**src/rtl/display_scan_ctrl_pkg.sv**
```systemverilog
// Shared definitions for the display scan controller: FSM state encoding,
// digit-enable level helper and a constant-function log2 used for counter sizing.
package display_scan_ctrl_pkg;

   typedef enum logic [1:0] {
      BLANK_T = 2'b00,
      SHOW_T  = 2'b01,
      BLANK_V = 2'b10,
      SHOW_V  = 2'b11
   } scanState_e;

   localparam logic [6:0] SEG_BLANK = 7'h00;

   // Minimum of one bit so a degenerate HALF of 1 still yields a legal counter.
   function automatic int ceilLog2(input int value);
      int width;
      width = 1;
      while ((1 << width) < value) width++;
      return width;
   endfunction

   function automatic logic digOnLevel(input bit actLow);
      return actLow ? 1'b0 : 1'b1;
   endfunction

endpackage

```
**src/rtl/display_scan_ctrl_if.sv**
```systemverilog
// Code-load and display-drive signals between a code producer and the scan controller.
interface display_scan_ctrl_if;

   logic [6:0] t_code;
   logic [6:0] v_code;
   logic       load;
   logic [6:0] Tseg_x;
   logic [6:0] Vseg_x;
   logic       clk_aux;
   logic [1:0] dig_en;
   logic       frame_tick;

   modport master (
      output t_code, v_code, load,
      input  Tseg_x, Vseg_x, clk_aux, dig_en, frame_tick
   );

   modport slave (
      input  t_code, v_code, load,
      output Tseg_x, Vseg_x, clk_aux, dig_en, frame_tick
   );

endinterface

```
**src/rtl/display_scan_ctrl_prescaler.sv**
```systemverilog
// Phase counter for the digit scan: counts 0..HALF-1 and flags the last blank
// cycle and the last cycle of each digit phase.
module scan_prescaler
   import display_scan_ctrl_pkg::*;
#(
   parameter int CLK_HZ    = 50_000_000,
   parameter int SCAN_HZ   = 64,
   parameter int BLANK_CYC = 1000
) (
   input  logic clk,
   input  logic rst_n,
   output logic end_blank_o,
   output logic end_phase_o
);

   localparam int HALF = CLK_HZ / (2 * SCAN_HZ);
   localparam int CW   = ceilLog2(HALF);

   localparam logic [CW-1:0] PHASE_LAST = CW'(HALF - 1);
   localparam logic [CW-1:0] BLANK_LAST = CW'(BLANK_CYC - 1);

   logic [CW-1:0] cnt_q;
   logic [CW-1:0] cnt_d;

   assign end_phase_o = (cnt_q == PHASE_LAST);
   assign end_blank_o = (cnt_q == BLANK_LAST);

   always_comb begin
      cnt_d = cnt_q + 1'b1;
      if (end_phase_o) cnt_d = '0;
   end

   always_ff @(posedge clk or negedge rst_n) begin
      if (!rst_n) cnt_q <= '0;
      else        cnt_q <= cnt_d;
   end

endmodule

```
**src/rtl/display_scan_ctrl.sv**
```systemverilog
// Two-digit scan controller: alternates T/V digits with a blanking gap at each
// switch and double-buffers the segment codes so they change only between frames.
module display_scan_ctrl
   import display_scan_ctrl_pkg::*;
#(
   parameter int CLK_HZ      = 50_000_000,
   parameter int SCAN_HZ     = 64,
   parameter int BLANK_CYC   = 1000,
   parameter int DIG_ACT_LOW = 1
) (
   input  logic                 clk,
   input  logic                 rst_n,
   display_scan_ctrl_if.slave   scan
);

   localparam logic       DIG_ON   = digOnLevel(DIG_ACT_LOW != 0);
   localparam logic       DIG_OFF  = ~DIG_ON;
   localparam logic [1:0] DIG_NONE = {DIG_OFF, DIG_OFF};
   localparam logic [1:0] DIG_T    = {DIG_ON,  DIG_OFF};
   localparam logic [1:0] DIG_V    = {DIG_OFF, DIG_ON};

   scanState_e state_q;
   logic       clkAux_q;
   logic [1:0] digEn_q;
   logic [6:0] tSeg_q;
   logic [6:0] vSeg_q;
   logic [6:0] tShadow_q;
   logic [6:0] vShadow_q;
   logic       pending_q;

   logic endBlank;
   logic endPhase;
   logic frameBoundary;

   scan_prescaler #(
      .CLK_HZ    (CLK_HZ),
      .SCAN_HZ   (SCAN_HZ),
      .BLANK_CYC (BLANK_CYC)
   ) u_prescaler (
      .clk         (clk),
      .rst_n       (rst_n),
      .end_blank_o (endBlank),
      .end_phase_o (endPhase)
   );

   assign frameBoundary = (state_q == SHOW_V) && endPhase;

   // Outputs are loaded with the value for the state being entered, so they
   // switch on the same edge as the state register. A load on the boundary
   // cycle refills the shadows while the previous shadows are applied.
   always_ff @(posedge clk or negedge rst_n) begin
      if (!rst_n) begin
         state_q   <= BLANK_T;
         clkAux_q  <= 1'b1;
         digEn_q   <= DIG_NONE;
         tSeg_q    <= SEG_BLANK;
         vSeg_q    <= SEG_BLANK;
         tShadow_q <= SEG_BLANK;
         vShadow_q <= SEG_BLANK;
         pending_q <= 1'b0;
      end else begin
         case (state_q)
            BLANK_T: if (endBlank) begin
               state_q <= SHOW_T;
               digEn_q <= DIG_T;
            end
            SHOW_T: if (endPhase) begin
               state_q  <= BLANK_V;
               clkAux_q <= 1'b0;
               digEn_q  <= DIG_NONE;
            end
            BLANK_V: if (endBlank) begin
               state_q <= SHOW_V;
               digEn_q <= DIG_V;
            end
            SHOW_V: if (endPhase) begin
               state_q  <= BLANK_T;
               clkAux_q <= 1'b1;
               digEn_q  <= DIG_NONE;
               if (pending_q) begin
                  tSeg_q <= tShadow_q;
                  vSeg_q <= vShadow_q;
               end
            end
         endcase
         if (scan.load) begin
            tShadow_q <= scan.t_code;
            vShadow_q <= scan.v_code;
         end
         pending_q <= scan.load | (pending_q & ~frameBoundary);
      end
   end

   assign scan.Tseg_x     = tSeg_q;
   assign scan.Vseg_x     = vSeg_q;
   assign scan.clk_aux    = clkAux_q;
   assign scan.dig_en     = digEn_q;
   assign scan.frame_tick = frameBoundary;

endmodule

```
**src/flat_wrapper.sv**
```systemverilog
// flat-port wrapper written by rule: the top's interface ports become plain ports
module display_scan_ctrl_flat import display_scan_ctrl_pkg::*;
#(
   parameter int CLK_HZ      = 50_000_000,
   parameter int SCAN_HZ     = 64,
   parameter int BLANK_CYC   = 1000,
   parameter int DIG_ACT_LOW = 1
)
  (clk, rst_n, scan_t_code, scan_v_code, scan_load, scan_Tseg_x, scan_Vseg_x, scan_clk_aux, scan_dig_en, scan_frame_tick);
  display_scan_ctrl_if scan_i ();
  input  logic clk;
  input  logic rst_n;
  input wire logic [$bits(scan_i.t_code)-1:0] scan_t_code;
  input wire logic [$bits(scan_i.v_code)-1:0] scan_v_code;
  input wire logic [$bits(scan_i.load)-1:0] scan_load;
  output wire logic [$bits(scan_i.Tseg_x)-1:0] scan_Tseg_x;
  output wire logic [$bits(scan_i.Vseg_x)-1:0] scan_Vseg_x;
  output wire logic [$bits(scan_i.clk_aux)-1:0] scan_clk_aux;
  output wire logic [$bits(scan_i.dig_en)-1:0] scan_dig_en;
  output wire logic [$bits(scan_i.frame_tick)-1:0] scan_frame_tick;
  assign scan_i.t_code = scan_t_code;
  assign scan_i.v_code = scan_v_code;
  assign scan_i.load = scan_load;
  assign scan_Tseg_x = scan_i.Tseg_x;
  assign scan_Vseg_x = scan_i.Vseg_x;
  assign scan_clk_aux = scan_i.clk_aux;
  assign scan_dig_en = scan_i.dig_en;
  assign scan_frame_tick = scan_i.frame_tick;
  display_scan_ctrl #(.CLK_HZ(CLK_HZ), .SCAN_HZ(SCAN_HZ), .BLANK_CYC(BLANK_CYC), .DIG_ACT_LOW(DIG_ACT_LOW)) u_core (.clk(clk), .rst_n(rst_n), .scan(scan_i));
endmodule
```
**config.mk**
```make
export PLATFORM = sky130hd
export DESIGN_NAME = display_scan_ctrl_flat
export DESIGN_NICKNAME = d
export VERILOG_FILES = /design/src/rtl/display_scan_ctrl_pkg.sv /design/src/rtl/display_scan_ctrl_if.sv /design/src/rtl/display_scan_ctrl_prescaler.sv /design/src/rtl/display_scan_ctrl.sv /design/src/flat_wrapper.sv
export SDC_FILE = /design/constraint.sdc
export NUM_CORES = 1
export LEC_CHECK = 0
export BUFFER_PORTS_ARGS = -buffer_cell sky130_fd_sc_hd__clkbuf_2
export CAP_MARGIN = 20
export CORE_MARGIN = 10
export CORE_UTILIZATION = 35
export CTS_CLUSTER_DIAMETER = 150
export DETAILED_ROUTE_END_ITERATION = 10
export GPL_ROUTABILITY_DRIVEN = 0
export SETUP_SLACK_MARGIN = 0.1
export SYNTH_ARGS = -nofsm -noshare
export SYNTH_HDL_FRONTEND = slang
export SYNTH_SLANG_ARGS = --single-unit
```
**constraint.sdc**
```tcl
create_clock -name clk -period 2.52 [get_ports clk]
set_clock_uncertainty 0.15 [all_clocks]
set_input_delay 0.126 -clock clk [delete_from_list [all_inputs] [get_ports clk]]
set_output_delay 0.126 -clock clk [all_outputs]
set_load 0.1 [all_outputs]
```
==> results.md <==
- Status: finished, final reports clean
- Drt first-iter violations: 55
- Crit path time final: 2470 ps
- Switching fraction of total power: 22.4%
- Netlist cell types: 37
- Internal Power: 0.00115 W
- Synth top area cells: dfrtp_1 (53%), mux2_2 (13%), ha_1 (4.2%), dfstp_2 (3.3%), xnor2_1 (2.6%)
- Psw: 0.000331 W
- Pwr per Cell Area: 489 nW/um^2
- Max_slew headroom: 55.8%
- CTS tree: built
- DRC viols: 0
- Max_cap viols: 0
- R2r setup slk: 50 ps
- Post-synthesis sequential area ratio: 56.1%
- Vias per Instance: 4.85
- Die width: 102 um
- # IOs: 35
- Synth area leader: dfrtp_1
- First-pass detailed-route iteration total: 4
- Total grt overflow: 0
- Non-Filler Instances: 328
- Critical path arrival: 2510 ps
- Largest net degree at the start of global routing: 54
- Layout cell share with drive strength beyond 1: 37.8%
- Design Area, Final: 3020 um^2
- Synthesized area per cell: 12.7 um^2
- Reg2reg end: u_core.state_q[1]$_DFFE_PN0P_
- Net count reported at finish: 275
- Synth warn: 0
- Setup crit end kind: flop
- Hold Crit Endpoint: u_core.pending_q$_DFF_PN0_
- Number of inserted diodes: 0
- Cell count after synthesis: 187
- Die area: 10500 um^2
- Core Area: 6460 um^2
- Kind of critical path: reg -> reg
- Worst-path clk slew: 100 ps
- Initial Util: 36.7%
- Max clock buf depth: 2
- Yosys top cell area share: 52.8%
- Cell area after placement: 2710 um^2
- Final hold viol count: 0
- Most frequent cells after synthesis: dfrtp_1 (50), mux2_2 (28), nor2_1 (15)
- Post-synth ARST share: 100%
- Final core occ: 46.8%
- Syn nets: 212
- Worst Path Required: 2570 ps
- Syn-to-layout area delta: 27.5%
- Worst skew pair latency: 310 ps
- Gr usage total: 9.42%
- Final Cycle Share: 97.8%
- First-pass GRT wire length: 7960 um
- HP Start: scan_load
- Chip Height: 102 um
- TritonCTS Buffers: 5
- CTS Sinks: 53
- Vias: 1590
- FF-to-FF Start: u_core.u_prescaler.cnt_q[11]$_DFF_PN0_
- Final setup viols: 0
- Antenna violations before repair: 0
- Worst-Margin Slew: 664 ps
- Setup ws final: 54.5 ps
- Startpoint types: flop
- Hold path cells: 2
- Max-slew violation count: 0
- Routed Antenna Nets: 0
- Post-synth EDFFs: 0
- Post-Place Setup Slack: 67.4 ps
- Synthesized area: 2370 um^2
- Synthesized flop and latch total: 53
- Most used flip-flop cell after synthesis: dfrtp_1
- Max Freq: 406 MHz
- Row cnt: 29
- Seq pwr share: 59.7%
- Top-count cell post-synth: dfrtp_1
- Combinational Power Share: 5.2%
- Final setup TNS: 0 ps
- Port bufs: 34
- Vias in the first global route: 1646
- Hpwl dp: 3110 um
- Cells after DPL: 302
- Root Driver: clkbuf_8
- RSZ-0062 raised after global routing: true
- Max Fanout on Critical Path: 4
- CTS H-tree depth: 2
- VDD IR max: 0.000362 V
- DR WL/cell: 14.2 um
- Worst-case reg-to-reg path depth: 5
- Tightest Hold Check Type: in -> reg
- P_leak: 1.42 nW
- Clock share of power: 35.1%
- Final wirelength: 4660 um
-- stage by stage --
stage               hold slack [ps]  total power [W]
global route                    198          0.00155
CTS                             170          0.00150
floorplan                      -320         0.000923
detailed placement              147         0.000959
finish                          162          0.00148
global placement                149         0.000957
-- sequential cells by signal, summed over array words and instances (netlist names) --
register / flops
u_core.scan.Tseg_x: 7
u_core.scan.Vseg_x: 7
u_core.scan.clk_aux: 1
u_core.pending_q: 1
u_core.vShadow_q: 7
u_core.u_prescaler.cnt_q: 19
u_core.tShadow_q: 7
u_core.scan.dig_en: 2
u_core.state_q: 2
-- cell usage in the layout (no fill, tap or decap), types with 2 or more instances in the layout --
master	n
dfrtp_1	50
nand3_1	4
nor4_1	2
nand4_1	6
buf_12	2
mux2_4	4
clkbuf_8	6
a2bb2oi_2	2
o21ai_0	3
dfstp_2	3
mux2_2	25
inv_1	8
or3_1	3
or4_1	2
a21oi_1	2
dlygate4sd3_1	15
nor2_1	15
ha_1	8
nand2_1	13
xnor2_1	7
clkbuf_2	33
xor2_1	6
mux2i_1	3
buf_4	9
-- area by class of cell --
class	instances	area [um^2]
clock buffer	6	82.6
clock inverter	2	17.5
fill	589	3440
inverter	8	30.0
multi-input combinational	122	1020
sequential	53	1330
tap	77	96.3
timing repair buffer	60	448
-- worst max path at each step --
stage / start / endpoint / slack [ps] / cells after the start
after floorplan: u_core.u_prescaler.cnt_q[3]$_DFF_PN0_ / u_core.state_q[1]$_DFFE_PN0P_ / 20 / 5
after global placement: u_core.u_prescaler.cnt_q[11]$_DFF_PN0_ / u_core.state_q[1]$_DFFE_PN0P_ / 80 / 5
after detailed placement: u_core.u_prescaler.cnt_q[11]$_DFF_PN0_ / u_core.state_q[1]$_DFFE_PN0P_ / 70 / 5
after CTS: u_core.u_prescaler.cnt_q[11]$_DFF_PN0_ / u_core.state_q[1]$_DFFE_PN0P_ / 60 / 5
after global routing: u_core.u_prescaler.cnt_q[11]$_DFF_PN0_ / scan_frame_tick / 3 / 6
final: u_core.u_prescaler.cnt_q[11]$_DFF_PN0_ / u_core.state_q[1]$_DFFE_PN0P_ / 50 / 5
-- kinds of logic (layout without fill, tap and decap cells) --
family	count (synthesis)	after routing	synth area share, %
AND/OR/NAND/NOR	57	57	13.5
flip-flops	53	53	56.1
multiplexers	32	32	15.2
XOR/XNOR	13	13	4.80
AO/OA/AOI/OAI	12	12	4.22
buffers and inverters	12	76	1.95
adder cells (fa/ha/maj)	8	8	4.22
-- what timing repair did --
| item | CTS | global route |
|---|---|---|
| setup buffers | 1 | 1 |
| setup endpoints to repair | 4 | 11 |
| resized for setup | 0 | 5 |
| hold buffers | 15 | 0 |
| gates cloned | 0 | 1 |
| hold endpoints to repair | 64 | 0 |
| pin swaps | 0 | 1 |
-- power by group through the flow --
stage | sequential, W | combinational [W] | clock [W]
after floorplan | 0.000896 | 0.0000275 | 0
after global placement | 0.000899 | 0.0000586 | 0
after detailed placement | 0.000899 | 0.0000596 | 0
after CTS | 0.000882 | 0.0000778 | 0.000542
after global routing | 0.000886 | 0.0000852 | 0.000574
final | 0.000882 | 0.0000762 | 0.000518
-- critical path: stages, from the launching register on --
cell,delay (ps)
dfrtp_1,390
or4_1,510
or3_4,380
or4_4,450
a2bb2oi_4,170
mux2_4,300
-- routing by layer --
layer  share of wire, %  track usage (%)  vias up  wire [um]
li1                   -                -      773          -
met1                 48             12.6      773       2250
met2                 44             13.5       39       2060
met3                6.5             3.98        5        303
met4               0.92             2.82        0         43
met5                  0                0        -          0
Power figures use the tool's default switching activity.
